--- src/rtl/tone_decoder.sv ---
// Half-period tone decoder: measures a square-wave input in clk cycles and reports
// the stable note code from the seven-entry table, falling to silence after a timeout.
module tone_decoder #(
  parameter int TOL         = 256,
  parameter int MATCH_CNT   = 4,
  parameter int SIL_TIMEOUT = 131072,
  // Entry i holds the half-period for note code i+1 (G3 .. A4).
  parameter logic [6:0][17:0] HALF_PERIOD = {18'd28609, 18'd32112, 18'd38188, 18'd42862,
                                             18'd48113, 18'd57217, 18'd64223}
) (
  input  logic        clk,
  input  logic        reset,
  input  logic        tone_in,
  output logic [2:0]  note,
  output logic        note_valid,
  output logic [17:0] period,
  output logic        active
);

  localparam int               CNT_W      = 18;
  localparam logic [CNT_W-1:0] TIMEOUT_V  = CNT_W'(SIL_TIMEOUT);
  localparam logic [CNT_W-1:0] TIMEOUT_M1 = CNT_W'(SIL_TIMEOUT - 1);
  localparam logic [3:0]       MATCH      = 4'(MATCH_CNT);

  function automatic logic [CNT_W-1:0] sat_inc(input logic [CNT_W-1:0] v);
    return (v == '1) ? v : v + CNT_W'(1);
  endfunction

  // Class 0 doubles as "unknown": silence is never a classification result.
  function automatic logic [2:0] classify(input logic [CNT_W-1:0] p);
    logic signed [31:0] diff;
    logic [2:0]         c;
    c = 3'd0;
    for (int i = 0; i < 7; i++) begin
      diff = $signed({14'd0, p}) - $signed({14'd0, HALF_PERIOD[i]});
      if (diff <= TOL && diff >= -TOL) c = 3'(i + 1);
    end
    return c;
  endfunction

  logic             sync_p0, sync_p1, sync_p2;
  logic             tone_edge;
  logic [CNT_W-1:0] cnt;
  logic             measuring;
  logic             vld_p1;
  logic             timeout_hit;
  logic [2:0]       class_p2;
  logic             vld_p2;
  logic [3:0]       stab, stab_nxt;
  logic [2:0]       last_cls, last_nxt;
  logic [2:0]       note_nxt;
  logic             pulse_nxt;

  // Stage: synchronizer and edge detect
  always_ff @(posedge clk or posedge reset) begin
    if (reset) begin
      sync_p0 <= 1'b0;
      sync_p1 <= 1'b0;
      sync_p2 <= 1'b0;
    end else begin
      sync_p0 <= tone_in;
      sync_p1 <= sync_p0;
      sync_p2 <= sync_p1;
    end
  end

  assign tone_edge   = sync_p1 ^ sync_p2;
  // The edge wins over a timeout landing on the same cycle.
  assign timeout_hit = !tone_edge && (cnt == TIMEOUT_M1);

  // Stage: half-period measurement
  always_ff @(posedge clk or posedge reset) begin
    if (reset) begin
      cnt       <= '0;
      measuring <= 1'b0;
      period    <= '0;
      vld_p1    <= 1'b0;
      active    <= 1'b0;
    end else begin
      vld_p1 <= tone_edge && measuring;
      if (tone_edge) begin
        if (measuring) period <= sat_inc(cnt);
        cnt       <= '0;
        measuring <= 1'b1;
        active    <= 1'b1;
      end else begin
        if (timeout_hit) begin
          measuring <= 1'b0;
          active    <= 1'b0;
        end
        // Once timed out, the counter parks at the timeout value until the next edge.
        if (!(cnt == TIMEOUT_V && !measuring)) cnt <= sat_inc(cnt);
      end
    end
  end

  // Stage: classification against the note table
  always_ff @(posedge clk or posedge reset) begin
    if (reset) begin
      class_p2 <= 3'd0;
      vld_p2   <= 1'b0;
    end else begin
      class_p2 <= classify(period);
      vld_p2   <= vld_p1;
    end
  end

  // Stage: stability counting and note commit
  always_comb begin
    stab_nxt  = stab;
    last_nxt  = last_cls;
    note_nxt  = note;
    pulse_nxt = 1'b0;
    if (timeout_hit) begin
      stab_nxt = 4'd0;
      last_nxt = 3'd0;
      if (note != 3'd0) begin
        note_nxt  = 3'd0;
        pulse_nxt = 1'b1;
      end
    end else if (vld_p2) begin
      if (class_p2 == 3'd0) begin
        stab_nxt = 4'd0;
        last_nxt = 3'd0;
      end else if (class_p2 == last_cls) begin
        if (stab < MATCH) stab_nxt = stab + 4'd1;
      end else begin
        last_nxt = class_p2;
        stab_nxt = 4'd1;
      end
      if (class_p2 != 3'd0 && stab_nxt == MATCH && class_p2 != note) begin
        note_nxt  = class_p2;
        pulse_nxt = 1'b1;
      end
    end
  end

  always_ff @(posedge clk or posedge reset) begin
    if (reset) begin
      stab       <= 4'd0;
      last_cls   <= 3'd0;
      note       <= 3'd0;
      note_valid <= 1'b0;
    end else begin
      stab       <= stab_nxt;
      last_cls   <= last_nxt;
      note       <= note_nxt;
      note_valid <= pulse_nxt;
    end
  end

endmodule
--- config.mk ---
export PLATFORM = sky130hd
export DESIGN_NAME = tone_decoder
export DESIGN_NICKNAME = d
export VERILOG_FILES = /design/src/rtl/tone_decoder.sv
export SDC_FILE = /design/constraint.sdc
export NUM_CORES = 1
export LEC_CHECK = 0
export BUFFER_PORTS_ARGS = -buffer_cell sky130_fd_sc_hd__buf_2
export CAP_MARGIN = 10
export CORE_AREA = 2 2 107 109
export CTS_CLUSTER_DIAMETER = 80
export CTS_CLUSTER_SIZE = 16
export DETAILED_ROUTE_END_ITERATION = 10
export DIE_AREA = 0 0 109 111
export PLACE_DENSITY = 0.62
export SLEW_MARGIN = 15
export SYNTH_ARGS = -nofsm -noshare
export SYNTH_HDL_FRONTEND = slang
export SYNTH_SLANG_ARGS = --single-unit
--- constraint.sdc ---
create_clock -name clk -period 4.5 [get_ports clk]
set_clock_uncertainty 0.05 [all_clocks]
set_input_delay 1.35 -clock clk [delete_from_list [all_inputs] [get_ports clk]]
set_output_delay 1.35 -clock clk [all_outputs]
set_load 0.1 [all_outputs]
* Yosys cells after proc, flatten, opt, wreduce, memory -nomap -nowiden
Cells that the tools add are included.
Storage, ports and cells: logic and storage cells 101, bits of input ports 3, flip-flop bits (word level) 56, output and inout bits 23
Operators by class: equal/unequal tests 9, bitwise gates (word level) 1, reductions and logical operators 23, muxes and demuxes 31, add/subtract/negate cells 9, magnitude comparators 15
Operators by type and width (number):
- $ge 19x9->1 const B | 7
- $le 19x10->1 const B | 7
- $sub 18x16->19 const B | 5
- $mux 18 | 3
- $mux 3 | 14
- $sub 18x15->19 const B | 2
- $eq 18x18->1 const B | 2
- $mux 4 | 7
- $add 18x1->18 const B | 1
- $eq 18x17->1 const B | 1
- $logic_and 1x1->1 | 12
- $mux 1 | 7
- $reduce_bool 2->1 | 3
- $reduce_bool 3->1 | 2
- $add 4x1->4 const B | 1
- $eq 4x3->1 const B | 1
- $lt 4x3->1 const B | 1
- $reduce_and 2->1 | 2
- $eq 3x3->1 | 1
- $logic_not 3->1 | 1
- $ne 3x3->1 | 1
- $ne 3x3->1 const B | 1
- $reduce_and 3->1 | 1
- $logic_not 1->1 | 2
- 3 further kinds | 3

* Longest topological paths before layout
depth after elaboration 12, depth in mapped cells 13, mapped depth without buffers 10

* Least setup slack after synthesis
OpenSTA, ideal clock, no wires.
path kind reg2reg, from register period[4], to register class_p2[2], path slack 0.702 ns, library setup time 0.138 ns, buffers on the path 2, stages on the path, launching flop included 12, clock period less this slack 3.798 ns, data required time 4.312 ns, data arrival time 3.610 ns, path through dfrtp_1 > clkbuf_1 > buf_2 > inv_1 > ha_1 > a2111oi_2 > nor2b_1 > o2111a_1 > nor4_2 > a211oi_1 > a41oi_1 > or4b_1
Between the ends: word-level cells in the longest chain between the ends 8, elaborated cells on any way between the ends 25, classes of those cells add/sub (5); order compare (10); mux (5); reduce/logical (5)
Ends and longest elaborated chain:
- start, declared | line 16 | output logic [17:0] period,
- start signal, assigned | line 82 | if (measuring) period <= sat_inc(cnt);
- $sub 18x16->19 | line 35 | diff = $signed({14'd0, p}) - $signed({14'd0, HALF_PERIOD[i]});
- $le 19x10->1 or $ge 19x9->1 (tied branches) | line 36 | if (diff <= TOL && diff >= -TOL) c = 3'(i + 1);
- $logic_and 1x1->1 | line 36
- $mux 3 (4 in a row) | line 36
- $mux 3 * | line 36
- end signal, assigned | line 103 | class_p2 <= classify(period);
- end, declared | line 47 | logic [2:0] class_p2;
Mark *: on every way between the ends. The rest lies on a longest branch, timed or not. A chain may end at the register's enable or synchronous reset.

* Worst setup path after layout
Ends and elaborated chain as after synthesis.

==> summary.md <==
| Metric | Value |
|---|---|
| Synth cell types | `74` |
| Design Area, Final | `5570 um2` |
| Max-slew violations | `0` |
| Yosys Warn Count | `0` |
| Total track usage | `26.4%` |
| Hold Crit Class | `flip-flop to flip-flop` |
| Hold buffer count at CTS | `0` |
| EDFF count, synth | `0` |
| Drt initial violations | `349` |
| Net count, final | `710` |
| Core Util, Final | `50.2%` |
| Layout cells sized above 1 | `9.13%` |
| Syn Area/Cell | `7.54 um2` |
| Lkg Pwr | `2.25 nW` |
| CP max stage cell | `dfrtp_1` |
| # diodes | `0` |
| Max stage delay on crit path | `0.77 ns` |
| Clock Latency Late Sink | `0.29 ns` |
| Post-DR wirelength/cell | `18.5 um` |
| Met2 Usage GRT | `43.4%` |
| Initial DRT Pass Iterations | `5` |
| Root Driver | `clkbuf_16` |
| Clock buffer depth | `2` |
| Largest net degree at the start of global routing | `38` |
| Io pins | `26` |
| Worst-Margin Slew | `1.04 ns` |
| Critical Path RT | `4.62 ns` |
| Worst path top cell family by delay | `compound AO/OA/AOI/OAI gates` |
| Die span in x | `109 um` |
| Area growth from synthesis to layout | `5.33%` |
| Max Fclk | `286 MHz` |
| Placed cell count | `825` |
| CTS tree | `done` |
| Fin crit share | `77.6%` |
| Die Ht | `111 um` |
| Startpoint class of the critical path | `flip-flop` |
| Post-layout min period | `3.49 ns` |
| Die area | `12,100 um2` |
| Cell count after synthesis | `701` |
| First-pass GRT wire length | `25,700 um` |
| Vias in the first global route | `4,982` |
| M3 GR Usage | `3.35%` |
| Max IR drop VDD | `0.264 mV` |
| Commonest non-fill, non-tap cell in the layout | `nor2_1` |
| Most frequent cells in the layout | `nor2_1, nand2_1, dfrtp_1, o21ai_0` |
| Clk pin slew, worst setup/hold paths | `0.07 ns` |
| Status | `completed` |
| CTS Buf Count | `5` |
| Seq cells post-synth | `56` |
| Port-buffer cells | `25` |
| GRT met1 Usage | `34.5%` |
| Setup Viol. Count Final | `0` |
| Detailed placement HPWL | `11,400 um` |
| CP bufs+invs | `1` |
| Setup Fix Bufs, Post-CTS | `0` |
| Crit-path cells | `inv_1 -> ha_1 -> a2111oi_2 -> nor2b_1 -> o2111a_1 -> nor4_2 -> a211oi_1 -> a41oi_1 -> or4b_1` |
| WS Path Type | `flip-flop to flip-flop` |
| Placed Instance Area | `5420 um2` |
| Final wirelength | `15,400 um` |
| Reg area | `1400 um2` |
| Core ar. | `11,100 um2` |
| Async S/R FF share, synth | `100%` |
| Remaining DRCs | `0` |
| CTS sink cnt | `56` |
| Busiest grt layer | `met2` |
| Power Dens Cells | `216 nW/um2` |
| Final ANT Viol Nets | `0` |
| RSZ-0062 raised after global routing | `no` |
| Area of the multi-input gates | `3540 um2` |
| Post-synth net total | `722` |
| Fillcell total | `1,117` |
| Finished Layout Cells | `833` |
| Via Count | `5,185` |
| Rows | `39` |
| Gr ovfl total | `0` |
| Post-synthesis sequential area ratio | `26.5%` |
| Routability cong. | `0.943` |
| Vias/cell | `6.22` |
| Arrival time worst endpoint | `3.61 ns` |
| Final Hold Fails | `0` |
| Slew headroom | `30.7%` |
| Max FO, Critical Path | `21` |
| Synth Flop Type | `dfrtp_1` |
| Max cap viols | `0` |
| Crit. End Element | `flip-flop` |
| Setup_tns | `0 ns` |
| Mapped Area | `5280 um2` |
| Initial antenna violation count | `0` |
| H-tree Lvls | `2` |
| Initial Utilization | `47.7%` |
| Post-CTS resize count | `0` |
-- Yosys cell counts, types with 5 or more instances --
library cell	number	area share [%]
and2_1	8	0.95
nand4_1	12	1.4
a21o_1	5	0.71
a211oi_1	10	1.4
nand2_1	74	5.3
and3_1	8	0.95
buf_2	17	1.6
xnor2_1	33	5.5
a2111oi_0	5	0.83
a31oi_1	10	1.2
dfrtp_1	56	27
a21oi_1	27	2.6
o31ai_1	6	0.85
xor2_1	24	4.0
nor2b_1	6	0.71
nor2_1	88	6.3
nand4b_1	6	0.99
nand2b_1	9	1.1
nand3_1	33	3.1
nor4_1	12	1.4
nor3_1	22	2.1
clkbuf_1	28	2.0
inv_1	25	1.8
ha_1	18	4.3
o21ai_0	50	4.7
mux2i_1	13	2.5
-- final timing paths --
check                      cells past startpoint           to  slack, ns      start
setup reg to reg                               9  class_p2[2]       1.01  period[4]
hold / removal                                 0       vld_p2       0.30     vld_p1
hold reg to reg                                0       vld_p2       0.30     vld_p1
setup / recovery                               9  class_p2[2]       1.01  period[4]
max in group asynchronous                      3   note_valid       2.51      reset
min in group asynchronous                      2      sync_p2       1.10      reset
-- cell type report --
type,count,area share (%)
Clock buffer,6,2.50
Clock inverter,2,0.180
Inverter,26,1.75
Multi-Input combinational cell,565,63.6
Sequential cell,56,25.2
Tap cell,143,3.21
Timing Repair Buffer,35,3.60
-- state kept, by name, summed over array words and instances, names as in the netlist --
signal and cells:
class_p2 3, cnt 18, last_cls 3, measuring 1, note 3, note_valid 1
period 18, stab 4, sync_p0 1, sync_p1 1, sync_p2 1, vld_p1 1
vld_p2 1
-- power breakdown --
| group | leakage, nW | internal, mW | switching, mW |
|---|---|---|---|
| Sequential | 0.759 | 0.518 | 0.0361 |
| Combinational | 1.42 | 0.0701 | 0.188 |
| Clock | 0.0766 | 0.220 | 0.168 |
-- routing by layer --
layer	part of all wire, %	up-vias
met3	5.3	48
met4	4.0	0
li1	-	2482
met1	42	2468
met2	49	187
met5	0	-
-- cells by family (layout without fill, tap and decap cells) --
kind of cell,after synthesis,count (layout),synth area share (%)
xor+xnor,57,57,9.45
simple gates,309,309,29.2
buf+inv,80,69,6.51
flops,56,56,26.5
compound gates,166,166,21.1
fa+ha+maj,18,18,4.26
mux,15,15,2.89
-- stage by stage --
stage                     hold WS [ns]  power, mW  setup slack (ns)
after floorplan                  0.281      0.763             0.702
after global placement           0.291      0.816              1.09
after detailed placement         0.291      0.821              1.03
after CTS                        0.307       1.21              1.04
after global routing             0.308       1.26             0.716
final                            0.305       1.20              1.01
No activity file was read; power rests on OpenSTA's default activity.
